### src/rtl/key_arbiter_pkg.sv
// Shared key codes, parameter defaults and the fixed-priority grant helper
// for the key debounce/arbiter block.
package key_arbiter_pkg;

  localparam int NUM_KEYS       = 5;
  localparam int DEB_CYCLES_DEF = 1000000;
  localparam int RPT_DELAY_DEF  = 25000000;
  localparam int RPT_PERIOD_DEF = 10000000;

  localparam logic [4:0] KEY_NONE  = 5'b00000;
  localparam logic [4:0] KEY_LEFT  = 5'b00001;
  localparam logic [4:0] KEY_RIGHT = 5'b00010;
  localparam logic [4:0] KEY_SUB   = 5'b00100;
  localparam logic [4:0] KEY_ADD   = 5'b01000;
  localparam logic [4:0] KEY_MODE  = 5'b10000;

  // Only the cursor keys auto-repeat.
  localparam logic [4:0] RPT_MASK = KEY_LEFT | KEY_RIGHT;

  // Highest-priority pending key wins: mode > add > sub > right > left.
  function automatic logic [4:0] prio_grant(input logic [4:0] pend);
    logic [4:0] g;
    g = KEY_NONE;
    if (pend[4]) begin
      g = KEY_MODE;
    end else if (pend[3]) begin
      g = KEY_ADD;
    end else if (pend[2]) begin
      g = KEY_SUB;
    end else if (pend[1]) begin
      g = KEY_RIGHT;
    end else if (pend[0]) begin
      g = KEY_LEFT;
    end else begin
      g = KEY_NONE;
    end
    return g;
  endfunction

endpackage

### src/rtl/key_arbiter_if.sv
// Key bus between the push-button front end and the edit controller.
interface key_arbiter_if;

  logic [4:0] key_raw;
  logic [4:0] key_out;
  logic [4:0] pend_out;

  modport master (output key_raw, input key_out, input pend_out);
  modport slave  (input key_raw, output key_out, output pend_out);

endinterface

### src/rtl/key_debounce.sv
// One-key front end: 2-flop synchronizer, consecutive-sample debounce counter,
// debounced level and a registered single-cycle rise strobe.
module key_debounce
  import key_arbiter_pkg::*;
#(
  parameter int DEB_CYCLES = DEB_CYCLES_DEF
) (
  input  logic clk,
  input  logic clr,
  input  logic raw,
  output logic level,
  output logic rise
);

  localparam int CW = $clog2(DEB_CYCLES + 1);

  logic          sync1_q, sync2_q;
  logic          level_q, level_d;
  logic          rise_q, rise_d;
  logic [CW-1:0] cnt_q, cnt_d;

  // Any sample agreeing with the current level restarts the count.
  always_comb begin
    level_d = level_q;
    cnt_d   = {CW{1'b0}};
    rise_d  = 1'b0;
    if (sync2_q != level_q) begin
      if (cnt_q == CW'(DEB_CYCLES - 1)) begin
        level_d = ~level_q;
        cnt_d   = {CW{1'b0}};
      end else begin
        cnt_d = cnt_q + CW'(1);
      end
    end else begin
      cnt_d = {CW{1'b0}};
    end
    rise_d = level_d & ~level_q;
  end

  // Synchronizer and debounce state.
  always_ff @(posedge clk or posedge clr) begin
    if (clr) begin
      sync1_q <= 1'b0;
      sync2_q <= 1'b0;
      level_q <= 1'b0;
      rise_q  <= 1'b0;
      cnt_q   <= {CW{1'b0}};
    end else begin
      sync1_q <= raw;
      sync2_q <= sync1_q;
      level_q <= level_d;
      rise_q  <= rise_d;
      cnt_q   <= cnt_d;
    end
  end

  assign level = level_q;
  assign rise  = rise_q;

endmodule

### src/rtl/key_arbiter.sv
// Five debounced keys feeding a pending-event register with cursor auto-repeat
// and a fixed-priority arbiter emitting one registered one-hot event per cycle.
module key_arbiter
  import key_arbiter_pkg::*;
#(
  parameter int DEB_CYCLES = DEB_CYCLES_DEF,
  parameter int RPT_DELAY  = RPT_DELAY_DEF,
  parameter int RPT_PERIOD = RPT_PERIOD_DEF
) (
  input  logic          clk,
  input  logic          clr,
  key_arbiter_if.slave  bus
);

  localparam int RPT_MAX = (RPT_DELAY > RPT_PERIOD) ? RPT_DELAY : RPT_PERIOD;
  localparam int RW      = $clog2(RPT_MAX + 1);

  logic [NUM_KEYS-1:0]         level_s, rise_s, fire_s, set_s, grant_s;
  logic [NUM_KEYS-1:0]         pend_q, pend_d, key_out_q, key_out_d;
  logic [NUM_KEYS-1:0]         armed_q, armed_d;
  logic [NUM_KEYS-1:0][RW-1:0] rpt_cnt_q, rpt_cnt_d;

  for (genvar i = 0; i < NUM_KEYS; i++) begin : g_deb
    key_debounce #(.DEB_CYCLES(DEB_CYCLES)) u_deb (
      .clk   (clk),
      .clr   (clr),
      .raw   (bus.key_raw[i]),
      .level (level_s[i]),
      .rise  (rise_s[i])
    );
  end

  // Repeat timers count from the press strobe; armed selects delay vs period.
  // Non-repeating keys hold their timers at zero so they reduce to constants.
  always_comb begin
    rpt_cnt_d = '0;
    armed_d   = '0;
    fire_s    = '0;
    for (int i = 0; i < NUM_KEYS; i++) begin
      if (!level_s[i] || !RPT_MASK[i]) begin
        rpt_cnt_d[i] = {RW{1'b0}};
        armed_d[i]   = 1'b0;
      end else if (rise_s[i]) begin
        rpt_cnt_d[i] = RW'(1);
        armed_d[i]   = 1'b0;
      end else if (rpt_cnt_q[i] == (armed_q[i] ? RW'(RPT_PERIOD) : RW'(RPT_DELAY))) begin
        fire_s[i]    = 1'b1;
        rpt_cnt_d[i] = RW'(1);
        armed_d[i]   = 1'b1;
      end else begin
        rpt_cnt_d[i] = rpt_cnt_q[i] + RW'(1);
        armed_d[i]   = armed_q[i];
      end
    end
  end

  // A set arriving in the grant cycle survives the clear.
  always_comb begin
    set_s     = rise_s | fire_s;
    grant_s   = prio_grant(pend_q);
    pend_d    = (pend_q & ~grant_s) | set_s;
    key_out_d = grant_s;
  end

  // Pending, output and repeat state.
  always_ff @(posedge clk or posedge clr) begin
    if (clr) begin
      pend_q    <= '0;
      key_out_q <= '0;
      armed_q   <= '0;
      rpt_cnt_q <= '0;
    end else begin
      pend_q    <= pend_d;
      key_out_q <= key_out_d;
      armed_q   <= armed_d;
      rpt_cnt_q <= rpt_cnt_d;
    end
  end

  assign bus.key_out  = key_out_q;
  assign bus.pend_out = pend_q;

endmodule

### src/flat_wrapper.sv
// flat-port wrapper written by rule: the top's interface ports become plain ports
module key_arbiter_flat import key_arbiter_pkg::*;
#(
  parameter int DEB_CYCLES = DEB_CYCLES_DEF,
  parameter int RPT_DELAY  = RPT_DELAY_DEF,
  parameter int RPT_PERIOD = RPT_PERIOD_DEF
)
  (clk, clr, bus_key_raw, bus_key_out, bus_pend_out);
  key_arbiter_if bus_i ();
  input  logic clk;
  input  logic clr;
  input wire logic [$bits(bus_i.key_raw)-1:0] bus_key_raw;
  output wire logic [$bits(bus_i.key_out)-1:0] bus_key_out;
  output wire logic [$bits(bus_i.pend_out)-1:0] bus_pend_out;
  assign bus_i.key_raw = bus_key_raw;
  assign bus_key_out = bus_i.key_out;
  assign bus_pend_out = bus_i.pend_out;
  key_arbiter #(.DEB_CYCLES(DEB_CYCLES), .RPT_DELAY(RPT_DELAY), .RPT_PERIOD(RPT_PERIOD)) u_core (.clk(clk), .clr(clr), .bus(bus_i));
endmodule
### config.mk
export PLATFORM = sky130hd
export DESIGN_NAME = key_arbiter_flat
export DESIGN_NICKNAME = d
export VERILOG_FILES = /design/src/rtl/key_arbiter_pkg.sv /design/src/rtl/key_arbiter_if.sv /design/src/rtl/key_debounce.sv /design/src/rtl/key_arbiter.sv /design/src/flat_wrapper.sv
export SDC_FILE = /design/constraint.sdc
export NUM_CORES = 1
export LEC_CHECK = 0
export CORE_ASPECT_RATIO = 1.5
export CORE_UTILIZATION = 45
export DETAILED_ROUTE_END_ITERATION = 10
export MAX_ROUTING_LAYER = met4
export SLEW_MARGIN = 10
export SYNTH_ARGS = -nofsm -noshare
export SYNTH_HDL_FRONTEND = slang
export SYNTH_SLANG_ARGS = --single-unit
### constraint.sdc
create_clock -name clk -period 5.7 [get_ports clk]
set_clock_uncertainty 0.1 [all_clocks]
set_input_delay 0.855 -clock clk [delete_from_list [all_inputs] [get_ports clk]]
set_output_delay 0.855 -clock clk [all_outputs]
set_load 0.05 [all_outputs]
Word-level counts from Yosys, hierarchy flattened. Index checks and enable logic that the tools add are counted.

Register bits after elaboration: 182.

Bitwise gates (word level): 14. Add/sub/neg operators: 7. Multiplexer cells: 45. Equality and inequality tests: 14.

Operators with widths (count): $mux 20 (10); $mux 25 (8); $add 20x1->20 const B (5); $eq 20x20->1 const B (5); $add 25x1->25 const B (2); $eq 25x25->1 (2); $mux 1 (23); $mux 5 (4); $ne 3x1->1 const B (2); $and 1x1->1 (5); $and 5x5->5 (1); $ne 1x1->1 (5); $not 1->1 (5); $not 5->5 (1); $or 5x2->5 (1); $or 5x5->5 (1).

Longest topological paths before layout. Gate-level depths: netlist (run 1).

Depth after elaboration: 8. Mapped depth: 8. Gate-level depth less buffers: 6.

Cells and area by module. From an unflattened synthesis (run 1), not the netlist that was laid out.

Cell total of the unflattened synthesis: 878. Area, all modules: 9419.0 sq um.

By module, submodules not included: key_debounce (sequential area each 600.6 sq um, cells an instance 108, area an instance 1188.6 sq um, instances 5); key_arbiter (sequential area each 1551.5 sq um, cells an instance 338, area an instance 3475.8 sq um, instances 1).

Least setup slack after synthesis (run 1). OpenSTA, ideal clock, no wires.

Path type: flip-flop to flip-flop. Start: register u_core.rpt_cnt_q[25] (netlist name). End: register u_core.rpt_cnt_q[48] (netlist name). Period minus slack after synthesis: 2.167 ns. Slack: 3.533 ns. Setup time: 0.143 ns. Data required time: 5.457 ns. Arrival: 1.924 ns. Stages on the path, launching flop included: 9. Path through: dfrtp_1 -> inv_1 -> ha_1 -> or4b_1 -> nor4_1 -> o221a_2 -> buf_2 -> buf_2 -> a221oi_1.

RTL lines: from (decl) (line key_arbiter.sv:21) `logic [NUM_KEYS-1:0][RW-1:0] rpt_cnt_q, rpt_cnt_d;`; from (signal assigned) (line key_arbiter.sv:76) `rpt_cnt_q <= rpt_cnt_d;`.

Final worst setup path (run 1).
Start: register u_core.pend_q[4], in the netlist u_core.bus.pend_out[4]. End: output port bus_pend_out[4].

RTL lines: from (decl) (line key_arbiter.sv:19) `logic [NUM_KEYS-1:0] pend_q, pend_d, key_out_q, key_out_d;`; from (signal assigned) (line key_arbiter.sv:73) `pend_q <= pend_d;`; to (decl) (line flat_wrapper.sv:14) `output wire logic [$bits(bus_i.pend_out)-1:0] bus_pend_out;`.

No word-level cell between the ends.

==> metrics.txt, run 1 <==
# TYPE chip_impl_metric gauge
chip_impl_info{name="run_status",value="complete, no violations"} 1
chip_impl_metric{name="maximum_fanout_count_along_the_critical_path",unit=""} 7
chip_impl_metric{name="drc_errors",unit=""} 0
chip_impl_metric{name="synthToLayoutAreaGrowth",unit="%"} 11.0
chip_impl_metric{name="max_vdd_drop",unit="V"} 0.000204
chip_impl_metric{name="fill_cells",unit=""} 1804
chip_impl_metric{name="standby_leakage_power",unit="nW"} 3.81
chip_impl_metric{name="worstMarginPinSlew",unit="ns"} 1.06
chip_impl_info{name="crit_path_cell_trace",value="clkdlybuf4s50_1"} 1
chip_impl_metric{name="tritoncts.num_buffers",unit=""} 17
chip_impl_info{name="hold_path_class",value="reg -> reg"} 1
chip_impl_info{name="crit_path_end_kind",value="output port"} 1
chip_impl_metric{name="gpl.final_weighted_congestion",unit=""} 0.786
chip_impl_metric{name="drv_slew",unit=""} 0
chip_impl_metric{name="postSynthNetCount",unit=""} 921
chip_impl_metric{name="buffer_and_inverter_count_on_the_worst_path",unit=""} 1
chip_impl_info{name="hold_wc_startpoint",value="u_core.g_deb[4].u_deb.rise$_DFF_PP0_"} 1
chip_impl_metric{name="cts.repair_timing.setup_buffer_count",unit=""} 0
chip_impl_metric{name="totalNegativeSetupSlack",unit="ns"} 0
chip_impl_metric{name="drt-pass1-iter-count",unit=""} 4
chip_impl_metric{name="global_route.usage.total",unit=""} 0.185
chip_impl_info{name="mostFrequentLayoutCells",value="sky130_fd_sc_hd__dfrtp_1 (182), sky130_fd_sc_hd__nor2_1 (90), sky130_fd_sc_hd__xnor2_1 (65)"} 1
chip_impl_metric{name="syn_area_per_cell",unit="sq um"} 10.1
chip_impl_metric{name="post_drt_wl_per_cell",unit="um"} 14.7
chip_impl_metric{name="drtIter0Drc",unit=""} 329
chip_impl_metric{name="worst_ep_arrival_time",unit="ns"} 1.69
chip_impl_metric{name="power_density",unit="nW/um^2"} 258
chip_impl_metric{name="nets",unit=""} 929
chip_impl_info{name="critPathLaunch",value="u_core.bus.pend_out[4]$_DFF_PP0_"} 1
chip_impl_info{name="path_class",value="reg -> out"} 1
chip_impl_info{name="most_common_library_cell_in_the_layout_ignoring_fill_and_taps",value="sky130_fd_sc_hd__dfrtp_1"} 1
chip_impl_metric{name="clk-insertion-delay-late",unit="ns"} 0.43
chip_impl_metric{name="worst_path_largest_cell_delay",unit="ns"} 0.83
chip_impl_metric{name="placed_cells_incl_taps",unit=""} 1154
chip_impl_info{name="critPathSlowestCell",value="sky130_fd_sc_hd__clkdlybuf4s50_1"} 1
chip_impl_metric{name="cell_count_final_fillers_out",unit=""} 1186
chip_impl_metric{name="chipWidth",unit="um"} 118
chip_impl_metric{name="max_transition_margin",unit=""} 0.292
chip_impl_metric{name="maximum_number_of_pins_on_one_net_before_global_route_repair",unit=""} 183
chip_impl_metric{name="yosys_register_bits",unit=""} 182
chip_impl_metric{name="cts_buffer_depth",unit=""} 2
chip_impl_metric{name="dieArea",unit="sq um"} 20800
chip_impl_metric{name="drt_wl_total",unit="um"} 17500
chip_impl_metric{name="synth_cell_type_count",unit=""} 62
chip_impl_info{name="rsz_0062_raised_after_global_routing",value="false"} 1
chip_impl_metric{name="synth.yosys.seq_area_share",unit=""} 0.500
chip_impl_metric{name="final.period_utilization",unit=""} 0.464
chip_impl_metric{name="global_route.overflow_total",unit=""} 0
chip_impl_metric{name="required",unit="ns"} 4.74
chip_impl_metric{name="ctsHtreeMaxLevel",unit=""} 4
chip_impl_metric{name="start_util",unit=""} 0.460
chip_impl_info{name="regToRegStartpoint",value="u_core.g_deb[4].u_deb.cnt_q[0]$_DFF_PP0_"} 1
chip_impl_metric{name="antenna-diode-count",unit=""} 0
chip_impl_metric{name="netlist_area_before_placement",unit="sq um"} 9100
chip_impl_metric{name="final-setup-viol-count",unit=""} 0
chip_impl_metric{name="wire_length_of_the_first_global_routing_pass",unit="um"} 30600
chip_impl_metric{name="dp_hpwl",unit="um"} 11200
chip_impl_metric{name="vias",unit=""} 6663
chip_impl_metric{name="placement_rows",unit=""} 63
chip_impl_metric{name="die_h",unit="um"} 176
chip_impl_metric{name="final_layout_size_suffix_gt1_frac",unit=""} 0.0734
chip_impl_metric{name="synth_edf_count",unit=""} 0
chip_impl_metric{name="place.port_buffers",unit=""} 16
chip_impl_metric{name="cts-resized-gates",unit=""} 0
chip_impl_metric{name="final_hold_viol_count",unit=""} 0
chip_impl_metric{name="achievable-frequency",unit="MHz"} 378
chip_impl_metric{name="via_count_of_the_first_global_routing_pass",unit=""} 6777
chip_impl_metric{name="cts_clk_pin_slew_worst_paths",unit="ns"} 0.07
chip_impl_metric{name="yosys_warnings",unit=""} 0
chip_impl_info{name="synth_ff_type",value="sky130_fd_sc_hd__dfrtp_1"} 1
chip_impl_info{name="clk_root_buffer_cell",value="sky130_fd_sc_hd__clkbuf_16"} 1
chip_impl_info{name="cts_tree",value="yes"} 1
chip_impl_metric{name="cts_sinks",unit=""} 182
chip_impl_metric{name="async_flop_share",unit=""} 1.00
chip_impl_metric{name="count_of_hold_buffers_inserted_by_post_cts_repair",unit=""} 0
chip_impl_metric{name="fp.coreArea",unit="sq um"} 19800
chip_impl_info{name="cp_top_family",value="buffers and inverters"} 1
chip_impl_metric{name="avgViaCountPerCell",unit=""} 5.62
chip_impl_metric{name="syn_inst",unit=""} 905
chip_impl_metric{name="drtAntennaViolNets",unit=""} 0
chip_impl_metric{name="design.portCount",unit=""} 17
chip_impl_metric{name="shortest_period_the_worst_path_allows",unit="ns"} 2.64
chip_impl_metric{name="max_cap_viol_count",unit=""} 0
chip_impl_metric{name="number_of_antenna_violations_at_the_first_check_in_global_routing",unit=""} 0
chip_impl_info{name="critical_path.startpoint_type",value="flip-flop"} 1
-- registers in the layout, summed over array words and instances, names as in the netlist --
register,flops
u_core.armed_q,2
u_core.bus.key_out,5
u_core.bus.pend_out,5
u_core.g_deb.u_deb.cnt_q,100
u_core.g_deb.u_deb.level,5
u_core.g_deb.u_deb.rise,5
u_core.g_deb.u_deb.sync1_q,5
u_core.g_deb.u_deb.sync2_q,5
u_core.rpt_cnt_q,50
-- report_power, final --
| part | internal [W] | total (W) | switching, W |
|---|---|---|---|
| clock network | 0.000720 | 0.00123 | 0.000511 |
| registers | 0.00130 | 0.00131 | 0.0000112 |
| logic | 0.0000171 | 0.0000617 | 0.0000446 |
| total | 0.00204 | 0.00261 | 0.000566 |
-- final cells by class --
type                    count  area, sq um  share of cell area
flip-flops and latches    182         4550               0.451
clock buffers              19          453              0.0448
repair buffers             21          210              0.0208
inverters                  36          139              0.0137
well taps                 260          325              0.0322
clock inverters            13          170              0.0168
multi-input cells         655         4250               0.421
-- metal layers --
metal | GRT usage | part of all wire
met4 | 0.0759 | 0.020
met3 | 0.0346 | 0.018
met5 | - | 0
met1 | 0.196 | 0.43
met2 | 0.337 | 0.53
-- final timing paths --
check,end,slack [ns],cells past startpoint
max in group asynchronous,u_core.g_deb[4].u_deb.cnt_q[15]$_DFF_PP0_,3.74,3
worst max register to register,u_core.g_deb[4].u_deb.cnt_q[3]$_DFF_PP0_,3.20,6
worst min-delay path,u_core.bus.pend_out[4]$_DFF_PP0_,0.25,0
min in group asynchronous,u_core.g_deb[2].u_deb.cnt_q[11]$_DFF_PP0_,0.89,3
worst min register to register,u_core.bus.pend_out[4]$_DFF_PP0_,0.25,0
worst max-delay path,bus_pend_out[4],3.06,1
-- cells in the mapped netlist, types with 3 or more instances --
library cell                 n  area [sq um]
sky130_fd_sc_hd__dfrtp_1   182          4550
sky130_fd_sc_hd__nor2_1     90           338
sky130_fd_sc_hd__xnor2_1    65           569
sky130_fd_sc_hd__nand3_1    55           275
sky130_fd_sc_hd__nand2_1    48           180
sky130_fd_sc_hd__inv_1      36           135
sky130_fd_sc_hd__nor3_1     36           180
sky130_fd_sc_hd__nand4_1    32           200
sky130_fd_sc_hd__or3_1      30           188
sky130_fd_sc_hd__xor2_1     29           254
sky130_fd_sc_hd__a21oi_1    28           140
sky130_fd_sc_hd__o31ai_1    27           203
sky130_fd_sc_hd__nor4_1     26           163
sky130_fd_sc_hd__or4_1      25           188
sky130_fd_sc_hd__a211oi_1   21           158
sky130_fd_sc_hd__o21ai_0    21           105
sky130_fd_sc_hd__clkbuf_1   14          52.6
sky130_fd_sc_hd__a221oi_1   11          96.3
sky130_fd_sc_hd__and3_1     10          62.6
sky130_fd_sc_hd__and4_1     10          87.6
sky130_fd_sc_hd__ha_1        9           113
sky130_fd_sc_hd__nand2b_1    9          56.3
sky130_fd_sc_hd__nor4b_1     9          78.8
sky130_fd_sc_hd__buf_2       7          35.0
sky130_fd_sc_hd__mux2_2      5          56.3
sky130_fd_sc_hd__and2_1      4          25.0
sky130_fd_sc_hd__and3b_1     4          35.0
sky130_fd_sc_hd__buf_6       4          45.0
sky130_fd_sc_hd__or2_2       4          25.0
sky130_fd_sc_hd__a21o_1      3          22.5
sky130_fd_sc_hd__buf_1       3          11.3
sky130_fd_sc_hd__buf_4       3          22.5
sky130_fd_sc_hd__nor2b_1     3          18.8
sky130_fd_sc_hd__nor3b_1     3          22.5
sky130_fd_sc_hd__or4_4       3          33.8
sky130_fd_sc_hd__or4b_1      3          30.0
-- stage by stage --
step	area (sq um)	hold WS [ns]	worst slack (ns)	util	total power, W
3_3_place_gp	9480	0.233	3.20	0.479	0.00140
6_report	10100	0.248	3.06	0.511	0.00261
2_1_floorplan	9100	0.231	2.41	-	0.00138
4_1_cts	10100	0.251	3.02	0.511	0.00265
3_5_place_dp	9480	0.236	3.21	0.479	0.00140
5_1_grt	10100	0.258	2.97	0.511	0.00271
-- kinds of logic (layout without fill, tap and decap cells) --
| logic type | after synthesis | in the layout | synth area share |
|---|---|---|---|
| buffers and inverters | 68 | 89 | 0.0337 |
| and+or+nand+nor | 419 | 419 | 0.257 |
| DFF | 182 | 182 | 0.500 |
| xor gates and xnor gates | 94 | 94 | 0.0905 |
| AOI/OAI and AO/OA | 128 | 128 | 0.100 |
| adders and majority gates | 9 | 9 | 0.0124 |
| muxes | 5 | 5 | 0.00619 |
Power figures use the tool's default switching activity.
==> run 2: changes to the inputs <==
==> constraint.sdc (replaced) <==
create_clock -name clk -period 2.35 [get_ports clk]
set_clock_uncertainty 0.1 [all_clocks]
set_input_delay 0.3525 -clock clk [delete_from_list [all_inputs] [get_ports clk]]
set_output_delay 0.3525 -clock clk [all_outputs]
set_load 0.05 [all_outputs]
==> metrics.txt, run 2 (same netlist as run 1, synthesis figures left out) <==
# TYPE chip_impl_metric gauge
chip_impl_info{name="run_status",value="complete, no violations"} 1
chip_impl_metric{name="number_of_antenna_violations_at_the_first_check_in_global_routing",unit=""} 0
chip_impl_metric{name="buffer_and_inverter_count_on_the_worst_path",unit=""} 2
chip_impl_metric{name="clk-insertion-delay-late",unit="ns"} 0.43
chip_impl_metric{name="drv_slew",unit=""} 0
chip_impl_metric{name="chipWidth",unit="um"} 118
chip_impl_metric{name="power.switching",unit="W"} 0.00134
chip_impl_metric{name="antenna-diode-count",unit=""} 0
chip_impl_metric{name="switching_fraction",unit=""} 0.221
chip_impl_metric{name="cts-resized-gates",unit=""} 0
chip_impl_metric{name="finish.utilization",unit=""} 0.520
chip_impl_metric{name="start_util",unit=""} 0.460
chip_impl_metric{name="shortest_period_the_worst_path_allows",unit="ns"} 2.18
chip_impl_metric{name="worst_ep_arrival_time",unit="ns"} 2.38
chip_impl_metric{name="gr-usage-met2",unit=""} 0.347
chip_impl_info{name="most_common_library_cell_in_the_layout_ignoring_fill_and_taps",value="sky130_fd_sc_hd__dfrtp_1"} 1
chip_impl_metric{name="met3_usage",unit=""} 0.0371
chip_impl_metric{name="share_comb_of_total_power",unit=""} 0.026
chip_impl_metric{name="max_vdd_drop",unit="V"} 0.000436
chip_impl_metric{name="final_layout_size_suffix_gt1_frac",unit=""} 0.0987
chip_impl_metric{name="drt-pass1-iter-count",unit=""} 5
chip_impl_metric{name="totalNegativeSetupSlack",unit="ns"} 0
chip_impl_metric{name="grt.met1_usage",unit=""} 0.215
chip_impl_metric{name="count_of_hold_buffers_inserted_by_post_cts_repair",unit=""} 0
chip_impl_metric{name="fill_cells",unit=""} 1839
chip_impl_metric{name="cell_count_final_fillers_out",unit=""} 1212
chip_impl_metric{name="tritoncts.num_buffers",unit=""} 17
chip_impl_metric{name="dieArea",unit="sq um"} 20800
chip_impl_metric{name="max_cap_viol_count",unit=""} 0
chip_impl_info{name="cts_tree",value="yes"} 1
chip_impl_metric{name="final-setup-viol-count",unit=""} 0
chip_impl_metric{name="gpl.final_weighted_congestion",unit=""} 0.826
chip_impl_metric{name="nets",unit=""} 955
chip_impl_metric{name="drtAntennaViolNets",unit=""} 0
chip_impl_metric{name="placement_rows",unit=""} 63
chip_impl_metric{name="cts.repair_timing.setup_buffer_count",unit=""} 0
chip_impl_metric{name="vias",unit=""} 6776
chip_impl_metric{name="final.period_utilization",unit=""} 0.928
chip_impl_metric{name="post_drt_wl_per_cell",unit="um"} 14.7
chip_impl_info{name="clk_root_buffer_cell",value="sky130_fd_sc_hd__clkbuf_16"} 1
chip_impl_metric{name="achievable-frequency",unit="MHz"} 459
chip_impl_metric{name="final_hold_viol_count",unit=""} 0
chip_impl_metric{name="multi_input_logic_area",unit="sq um"} 4250
chip_impl_metric{name="drt_wl_total",unit="um"} 17800
chip_impl_metric{name="cts_sinks",unit=""} 182
chip_impl_info{name="path_class",value="reg -> reg"} 1
chip_impl_metric{name="power_density",unit="nW/um^2"} 588
chip_impl_metric{name="global_route.overflow_total",unit=""} 0
chip_impl_metric{name="standby_leakage_power",unit="nW"} 3.92
chip_impl_metric{name="design.portCount",unit=""} 17
chip_impl_metric{name="maximum_number_of_pins_on_one_net_before_global_route_repair",unit=""} 84
chip_impl_metric{name="placed_cells_incl_taps",unit=""} 1180
chip_impl_metric{name="p_clk_frac",unit=""} 0.446
chip_impl_info{name="cp_top_family",value="simple AND/OR/NAND/NOR gates"} 1
chip_impl_info{name="hold_wc_startpoint",value="u_core.g_deb[3].u_deb.sync1_q$_DFF_PP0_"} 1
chip_impl_metric{name="largest_reg_flops",unit=""} 100
chip_impl_metric{name="max_transition_margin",unit=""} 0.577
chip_impl_metric{name="worstMarginPinSlew",unit="ns"} 0.635
chip_impl_metric{name="cts_buffer_depth",unit=""} 2
chip_impl_info{name="crit_path_end_kind",value="flip-flop"} 1
chip_impl_info{name="crit_path_cell_trace",value="inv_1 > ha_1 > or4b_1 > nor4_1 > o221a_2 > buf_4 > a211oi_1"} 1
chip_impl_metric{name="ctsHtreeMaxLevel",unit=""} 4
chip_impl_metric{name="maximum_fanout_count_along_the_critical_path",unit=""} 11
chip_impl_metric{name="cts_clk_pin_slew_worst_paths",unit="ns"} 0.07
chip_impl_info{name="critPathLaunch",value="u_core.rpt_cnt_q[25]$_DFF_PP0_"} 1
chip_impl_info{name="critical_path.startpoint_type",value="flip-flop"} 1
chip_impl_metric{name="via_count_of_the_first_global_routing_pass",unit=""} 6914
chip_impl_metric{name="fp.coreArea",unit="sq um"} 19800
chip_impl_info{name="globalRoute.busiestLayer",value="met2"} 1
chip_impl_metric{name="avgViaCountPerCell",unit=""} 5.59
chip_impl_metric{name="drc_errors",unit=""} 0
chip_impl_metric{name="wire_length_of_the_first_global_routing_pass",unit="um"} 32200
chip_impl_info{name="regMostFlops",value="u_core.g_deb.u_deb.cnt_q"} 1
chip_impl_metric{name="worst_path_largest_cell_delay",unit="ns"} 0.42
chip_impl_info{name="reg_top3",value="u_core.g_deb.u_deb.cnt_q x100, u_core.rpt_cnt_q x50"} 1
chip_impl_metric{name="power.share.sequential",unit=""} 0.527
chip_impl_metric{name="drtIter0Drc",unit=""} 281
chip_impl_metric{name="synthToLayoutAreaGrowth",unit="%"} 13.0
chip_impl_info{name="mostFrequentLayoutCells",value="sky130_fd_sc_hd__dfrtp_1 (182), sky130_fd_sc_hd__nor2_1 (90), sky130_fd_sc_hd__xnor2_1 (65)"} 1
chip_impl_info{name="rsz_0062_raised_after_global_routing",value="false"} 1
chip_impl_metric{name="place.port_buffers",unit=""} 16
chip_impl_metric{name="power.internal",unit="W"} 0.00471
chip_impl_info{name="critPathSlowestCell",value="sky130_fd_sc_hd__or4b_1"} 1
chip_impl_metric{name="required",unit="ns"} 2.55
chip_impl_metric{name="die_h",unit="um"} 176
chip_impl_metric{name="global_route.usage.total",unit=""} 0.195
chip_impl_metric{name="totalPowerFinal",unit="W"} 0.00605
chip_impl_info{name="regToRegStartpoint",value="u_core.rpt_cnt_q[25]$_DFF_PP0_"} 1
chip_impl_metric{name="ff_latch_area",unit="sq um"} 4550
chip_impl_info{name="hold_path_class",value="reg -> reg"} 1
chip_impl_metric{name="dp_hpwl",unit="um"} 12200
## run 2: final timing paths
kind | endpoint | slack (ns) | cells after the start
max | u_core.rpt_cnt_q[33]$_DFF_PP0_ | 0.17 | 7
max in group asynchronous | u_core.g_deb[2].u_deb.cnt_q[18]$_DFF_PP0_ | 1.29 | 3
min reg2reg | u_core.g_deb[3].u_deb.sync2_q$_DFF_PP0_ | 0.25 | 0
min in group asynchronous | u_core.g_deb[2].u_deb.cnt_q[15]$_DFF_PP0_ | 0.28 | 3
max reg2reg | u_core.rpt_cnt_q[33]$_DFF_PP0_ | 0.17 | 7
min | u_core.g_deb[3].u_deb.sync2_q$_DFF_PP0_ | 0.25 | 0
## run 2: area by class of cell
class / count / area share
timing repair buffer: 47 / 0.0431
tap: 260 / 0.0316
clock buffer: 23 / 0.0484
clock inverter: 9 / 0.00645
multi-input combinational: 655 / 0.414
sequential: 182 / 0.443
inverter: 36 / 0.0135
## run 2: layer usage
metal | wire length (um) | vias to the layer above | part of all wire
li1 | - | 3382 | -
met1 | 7610 | 3312 | 0.43
met2 | 9470 | 62 | 0.53
met3 | 359 | 20 | 0.020
met4 | 316 | 0 | 0.018
met5 | 0 | - | 0
## run 2: metrics by stage
step	worst slack (ns)	hold WS (ns)	instance area (sq um)
after floorplan	-0.439	0.231	9100
after CTS	0.111	0.232	10300
final	0.170	0.250	10300
after detailed placement	0.131	0.236	9710
after global routing	0.0241	0.239	10300
after global placement	0.223	0.234	9710
## run 2: power groups by stage
stage	clock [W]	sequential [W]	combinational [W]
floorplan	0	0.00324	0.000109
global placement	0	0.00325	0.000167
detailed placement	0	0.00325	0.000168
CTS	0.00280	0.00319	0.000168
global route	0.00293	0.00319	0.000188
finish	0.00270	0.00319	0.000159
